**config.mk**
```make
export PLATFORM = sky130hd
export DESIGN_NAME = search_scan_engine_flat
export DESIGN_NICKNAME = d
export VERILOG_FILES = /design/src/rtl/search_scan_engine_if.sv /design/src/rtl/search_scan_engine.sv /design/src/flat_wrapper.sv
export SDC_FILE = /design/constraint.sdc
export NUM_CORES = 2
export LEC_CHECK = 0
export ABC_AREA = 1
export CAP_MARGIN = 20
export CORE_UTILIZATION = 25
export CTS_CLUSTER_SIZE = 40
export DETAILED_ROUTE_END_ITERATION = 16
export PLACE_DENSITY = 0.46
export SLEW_MARGIN = 20
export SYNTH_ARGS = -nofsm -noshare
export SYNTH_HDL_FRONTEND = slang
export SYNTH_SLANG_ARGS = --single-unit
```
**constraint.sdc**
```tcl
create_clock -name clk -period 6.05 [get_ports clk]
set_input_delay 0.9075 -clock clk [delete_from_list [all_inputs] [get_ports clk]]
set_output_delay 0.9075 -clock clk [all_outputs]
set_load 0.05 [all_outputs]
```
**src/rtl/search_scan_engine_if.sv**
```systemverilog
// Text-memory read port and highlight-row write port of the search scan engine.
// master = engine side, slave = memory / highlight store side.
interface search_scan_engine_if #(
  parameter int COLS   = 80,
  parameter int ROWS   = 59,
  parameter int CHAR_W = 7,
  parameter int ADDR_W = 13
);
  localparam int ROW_W = (ROWS > 1) ? $clog2(ROWS) : 1;

  logic [ADDR_W-1:0] rd_addr;
  logic              rd_en;
  logic [CHAR_W-1:0] rd_data;
  logic              hl_we;
  logic [ROW_W-1:0]  hl_row;
  logic [COLS-1:0]   hl_data;

  modport master (output rd_addr, rd_en, hl_we, hl_row, hl_data, input rd_data);
  modport slave  (input rd_addr, rd_en, hl_we, hl_row, hl_data, output rd_data);
endinterface

```
**src/rtl/search_scan_engine.sv**
```systemverilog
// Row-by-row substring search: loads each text row into a line buffer, slides the
// query across every offset and writes a per-row highlight mask.
module search_scan_engine #(
  parameter int COLS   = 80,
  parameter int ROWS   = 59,
  parameter int CHAR_W = 7,
  parameter int MAX_Q  = 40,
  parameter int ADDR_W = 13,
  parameter int CNT_W  = 16
) (
  input  logic                         clk,
  input  logic                         resetn,
  input  logic                         q_clear,
  input  logic                         q_backspace,
  input  logic                         q_valid,
  input  logic [CHAR_W-1:0]            q_char,
  input  logic                         start,
  input  logic                         case_insens,
  output logic                         busy,
  output logic                         done,
  output logic [$clog2(MAX_Q+1)-1:0]   q_len,
  output logic [CNT_W-1:0]             match_count,
  search_scan_engine_if.master         bus
);
  localparam int QL_W  = $clog2(MAX_Q + 1);
  localparam int QI_W  = (MAX_Q > 1) ? $clog2(MAX_Q) : 1;
  localparam int ROW_W = (ROWS > 1) ? $clog2(ROWS) : 1;
  localparam int COL_W = $clog2(COLS + 1);
  localparam int LI_W  = (COLS > 1) ? $clog2(COLS) : 1;

  typedef enum logic [2:0] {IDLE, LOAD, SCAN, WRITE, DONE} state_t;

  state_t             state;
  logic               ci;
  logic [ROW_W-1:0]   row;
  logic [ADDR_W-1:0]  base;
  logic [COL_W-1:0]   col;
  logic [COLS-1:0]    mask;
  logic [CHAR_W-1:0]  line  [COLS];
  logic [CHAR_W-1:0]  query [MAX_Q];
  logic               q_app;
  logic               hit;
  logic [COLS-1:0]    win;

  function automatic logic [CHAR_W-1:0] fold(input logic [CHAR_W-1:0] c, input logic en);
    if (en && 32'(c) >= 65 && 32'(c) <= 90) return c + CHAR_W'(32);
    return c;
  endfunction

  assign q_app = !busy && !q_clear && !q_backspace && q_valid && (32'(q_len) < MAX_Q);

  // col doubles as the load counter in LOAD and as the match offset in SCAN
  always_comb begin
    hit = (q_len != '0) && (32'(col) + 32'(q_len) <= COLS);
    for (int unsigned i = 0; i < MAX_Q; i++) begin
      if (i < 32'(q_len) && 32'(col) + i < COLS) begin
        if (fold(line[32'(col) + i], ci) != fold(query[i], ci)) hit = 1'b0;
      end
    end
    win = '0;
    for (int unsigned j = 0; j < COLS; j++) begin
      win[j] = hit && (j >= 32'(col)) && (j < 32'(col) + 32'(q_len));
    end
  end

  always_ff @(posedge clk) begin
    if (state == LOAD && col != '0) line[LI_W'(col - COL_W'(1))] <= bus.rd_data;
    if (q_app) query[QI_W'(q_len)] <= q_char;
  end

  always_ff @(posedge clk or negedge resetn) begin
    if (!resetn) begin
      state       <= IDLE;
      q_len       <= '0;
      match_count <= '0;
      busy        <= 1'b0;
      done        <= 1'b0;
      ci          <= 1'b0;
      row         <= '0;
      base        <= '0;
      col         <= '0;
      mask        <= '0;
      bus.rd_en   <= 1'b0;
      bus.rd_addr <= '0;
      bus.hl_we   <= 1'b0;
      bus.hl_row  <= '0;
      bus.hl_data <= '0;
    end else begin
      if (!busy) begin
        if (q_clear) q_len <= '0;
        else if (q_backspace) begin
          if (q_len != '0) q_len <= q_len - QL_W'(1);
        end else if (q_app) q_len <= q_len + QL_W'(1);
      end

      done      <= 1'b0;
      bus.hl_we <= 1'b0;
      case (state)
        IDLE: if (start) begin
          ci          <= case_insens;
          match_count <= '0;
          row         <= '0;
          base        <= '0;
          col         <= '0;
          mask        <= '0;
          busy        <= 1'b1;
          bus.rd_en   <= 1'b1;
          bus.rd_addr <= '0;
          state       <= LOAD;
        end
        LOAD: begin
          // reads run one cycle ahead of capture, so LOAD spans COLS+1 cycles
          if (32'(col) + 1 < COLS) bus.rd_addr <= bus.rd_addr + ADDR_W'(1);
          else bus.rd_en <= 1'b0;
          mask <= '0;
          if (32'(col) == COLS) begin
            col   <= '0;
            state <= SCAN;
          end else col <= col + COL_W'(1);
        end
        SCAN: begin
          if (hit && match_count != '1) match_count <= match_count + CNT_W'(1);
          if (32'(col) == COLS - 1) begin
            bus.hl_we   <= 1'b1;
            bus.hl_row  <= row;
            bus.hl_data <= mask | win;
            state       <= WRITE;
          end else begin
            mask <= mask | win;
            col  <= col + COL_W'(1);
          end
        end
        WRITE: begin
          col <= '0;
          if (32'(row) == ROWS - 1) begin
            done  <= 1'b1;
            state <= DONE;
          end else begin
            row         <= row + ROW_W'(1);
            base        <= base + ADDR_W'(COLS);
            bus.rd_en   <= 1'b1;
            bus.rd_addr <= base + ADDR_W'(COLS);
            state       <= LOAD;
          end
        end
        DONE: begin
          busy  <= 1'b0;
          state <= IDLE;
        end
        default: state <= IDLE;
      endcase
    end
  end
endmodule

```
**src/flat_wrapper.sv**
```systemverilog
// flat-port wrapper written by rule: the top's interface ports become plain ports
module search_scan_engine_flat 
#(
  parameter int COLS   = 80,
  parameter int ROWS   = 59,
  parameter int CHAR_W = 7,
  parameter int MAX_Q  = 40,
  parameter int ADDR_W = 13,
  parameter int CNT_W  = 16
)
  (clk, resetn, q_clear, q_backspace, q_valid, q_char, start, case_insens, busy, done, q_len, match_count, bus_rd_addr, bus_rd_en, bus_hl_we, bus_hl_row, bus_hl_data, bus_rd_data);
  search_scan_engine_if #(.COLS(COLS), .ROWS(ROWS), .CHAR_W(CHAR_W), .ADDR_W(ADDR_W)) bus_i ();
  input  logic clk;
  input  logic resetn;
  input  logic q_clear;
  input  logic q_backspace;
  input  logic q_valid;
  input  logic [CHAR_W-1:0] q_char;
  input  logic start;
  input  logic case_insens;
  output logic busy;
  output logic done;
  output logic [$clog2(MAX_Q+1)-1:0] q_len;
  output logic [CNT_W-1:0] match_count;
  output wire logic [$bits(bus_i.rd_addr)-1:0] bus_rd_addr;
  output wire logic [$bits(bus_i.rd_en)-1:0] bus_rd_en;
  output wire logic [$bits(bus_i.hl_we)-1:0] bus_hl_we;
  output wire logic [$bits(bus_i.hl_row)-1:0] bus_hl_row;
  output wire logic [$bits(bus_i.hl_data)-1:0] bus_hl_data;
  input wire logic [$bits(bus_i.rd_data)-1:0] bus_rd_data;
  assign bus_rd_addr = bus_i.rd_addr;
  assign bus_rd_en = bus_i.rd_en;
  assign bus_hl_we = bus_i.hl_we;
  assign bus_hl_row = bus_i.hl_row;
  assign bus_hl_data = bus_i.hl_data;
  assign bus_i.rd_data = bus_rd_data;
  search_scan_engine #(.COLS(COLS), .ROWS(ROWS), .CHAR_W(CHAR_W), .MAX_Q(MAX_Q), .ADDR_W(ADDR_W), .CNT_W(CNT_W)) u_core (.clk(clk), .resetn(resetn), .q_clear(q_clear), .q_backspace(q_backspace), .q_valid(q_valid), .q_char(q_char), .start(start), .case_insens(case_insens), .busy(busy), .done(done), .q_len(q_len), .match_count(match_count), .bus(bus_i));
endmodule
```
==> impl_metrics.tcl <==
set metrics [dict create \
    post-dp-hpwl_mm 631 \
    setup_slack_ns 0.0271 \
    gp_congestion 1.13 \
    syn_area_sq_um 94600 \
    synthDistinctLibCells 68 \
    synthArstFlopShare 0.216 \
    cts_tree "yes" \
    ant_nets 0 \
    via_count 119298 \
    crit_type "reg2reg" \
    startpoint_type "register" \
    num_rows 225 \
    ios 146 \
    ys_seq_area_frac 0.328 \
    grt_usage 0.380 \
    finalCritPeriodShare 0.996 \
    drt_iter0_markers 18472 \
    drc 0 \
    viasPerCell 5.64 \
    clkTransAtPathRegs_ns 0.06 \
    coreArea_sq_um 376000 \
    io_buffers 145 \
    cts.htree.levels 4 \
    grt_pass1_vias 106183 \
    powerDensity_nw_per_um2 142 \
    synth_top_area_share 0.267 \
    final_common_cell "nand2_1" \
    relSlewSlack 0.219 \
    setup_viol 0 \
    synth_edf_count 840 \
    fmax_mhz 166 \
    synthesis.instances 14608 \
    pre_cts_slack_ns 0.0261 \
    start_util 0.252 \
    period_needed_ns 6.02 \
    grt_max_degree 114 \
    crit_top_cell "nand2_1" \
    critical-path-max-stage-delay_ns 0.56 \
    cp_data_required_time_ns 6.87 \
    clk_latency_ns 0.92 \
    cts.path.max_buffers 4 \
    cts_made_buffers 142 \
    synthMuxAreaShare 0.00116 \
    total_leakage_power_uw 0.0546 \
    yosys_warnings 0 \
    die_area_sq_um 381000 \
    synth_area_leaders "edfxtp_1, nand3_1, nand2_1" \
    synth_fp_nets 14841 \
    crit_arrival_ns 6.85 \
    met2_usage 0.531 \
    antenna_found_initial 55 \
    ys.flop_type "edfxtp_1" \
    final_cell_mix "nand2_1, nand3_1, buf_4, nor2_1, edfxtp_1" \
    cts_root_buffer "clkbuf_16" \
    gr-total-overflow 0 \
    cap_violations 0 \
    synth_compound_area_frac 0.0687 \
    skew_ns 0.0531 \
    crit_fanout 50 \
    final_nets 16254 \
    synth_top_family_by_area "simple AND/OR/NAND/NOR gates" \
    gr-usage-met1 0.510 \
    synth-seq-cells 1071 \
    grtUsageMet3 0.105 \
    syn_to_final_growth_pct 29.2 \
    slowest_stage "dfrtp_4" \
    slew_viol_final 0 \
    hold_path_class "in2async" \
    syn_area_per_cell_sq_um 6.48 \
    holdBufCountCts 0 \
    worst-path-buf-inv 7 \
    fp.dieW_um 617 \
    drt-wirelength-per-cell_um 35.7 \
    worstSetupEndpointType "register" \
    status "finished clean" \
    vdd_drop_max_v 0.000216 \
    grt.busiest_layer "met2" \
    synth-xor-area-share 0.0294 \
    power_uw 17400 \
    dr.pass1.iters 7 \
    critical-path-top-delay-family "simple AND/OR/NAND/NOR gates" \
    clock-sinks 1071 \
    grt_pass1_wl_mm 982 \
    die_h_um 617 \
    synth-simple-area-share 0.475 \
    netlist.top_cell.by_area "edfxtp_1" \
    final_layout_size_suffix_gt1_frac 0.148 \
    yosys.area_share.adder 0.0281 \
    hold_viol 0 \
    wl_mm 755 \
    worstMarginPinSlew_ns 1.17 \
    r2r_slack_ns 0.03 \
]
-- cell type report --
type	count	area, sq um
timing repair buffer	1987	19200
inverter	897	3420
multi-input combinational	11922	57600
fill	41342	254000
clock inverter	78	790
antenna	47	118
sequential	1071	31000
clock buffer	173	3840
tap	4994	6250
-- registers in the layout (all words and copies together) (netlist names) --
| signal | cells |
|---|---|
| u_core.bus.hl_data | 80 |
| u_core.row | 6 |
| u_core.mask | 80 |
| u_core.bus.rd_en | 1 |
| u_core.bus.hl_row | 6 |
| u_core.query | 280 |
| u_core.ci | 1 |
| u_core.col | 7 |
| u_core.match_count | 16 |
| u_core.state | 3 |
| u_core.line | 560 |
| u_core.base | 9 |
| u_core.q_len | 6 |
| u_core.bus.hl_we | 1 |
| u_core.done | 1 |
| u_core.bus.rd_addr | 13 |
| u_core.busy | 1 |
-- per-layer routing --
metal | vias to the layer above | wire (um)
met2 | 7211 | 299000
met1 | 58203 | 315000
met3 | 1278 | 82700
met4 | 28 | 58200
met5 | - | 313
li1 | 52578 | -
-- Yosys cell counts, types with 43 or more instances --
cell type and count:
xnor2_1 62, a21oi_1 351, ha_1 211, o22ai_1 43, dfrtp_1 231, nand2_1 4579, nand3_1 4097, clkbuf_1 276
or2_2 49, o21ai_1 123, o21ai_0 310, inv_2 76, nor3_1 88, buf_1 89, inv_1 802, nor2_1 1132
nand4_1 192, buf_2 314, xor2_1 214, a221oi_1 59, edfxtp_1 840
-- metrics by stage --
step           instances  area [sq um]  hold slack, ns  utilization  setup TNS [ns]
2_1_floorplan      14608         94600           0.453            -               0
5_1_grt            21123        122000          0.0551        0.325         -0.0220
3_3_place_gp       20855        117000           0.470        0.310               0
6_report           21169        122000         0.00437        0.325               0
4_1_cts            21106        121000         0.00272        0.322               0
3_5_place_dp       20855        117000           0.469        0.310               0
-- worst paths after layout --
path                                         from                     end  cells past startpoint
setup reg to reg                    u_core.col[0]  u_core.bus.hl_data[68]                     33
hold reg to reg            u_core.bus.hl_data[60]  u_core.bus.hl_data[60]                      2
max in group asynchronous                  resetn               u_core.ci                      2
min in group clk                        q_char[5]     u_core.query[39][5]                      1
setup / recovery                    u_core.col[0]  u_core.bus.hl_data[68]                     33
hold / removal                             resetn         u_core.mask[13]                      1
-- cell families (layout without fill, tap and decap cells) --
logic type / Yosys count / in the layout
adder cells (fa/ha/maj): 212 / 212
AND/OR/NAND/NOR: 10284 / 10284
XOR/XNOR: 298 / 298
AO/OA/AOI/OAI: 1117 / 1117
other: 0 / 47
multiplexers: 11 / 11
flip-flops: 1071 / 1071
buffers and inverters: 1615 / 3135
-- what timing repair did --
item / CTS / global route
endpoints found under the setup margin: 1 / 176
endpoints found under the hold margin: 0 / 0
pin swaps: 0 / 3
cloned: 0 / 10
resized for setup: 2 / 143
setup buffers: 0 / 6
-- power by group --
group / total (uW) / internal (uW) / switching (uW)
logic: 642 / 112 / 530
registers: 7970 / 7950 / 13.8
clock network: 8750 / 4980 / 3760
(Power assumes the default switching activity.)
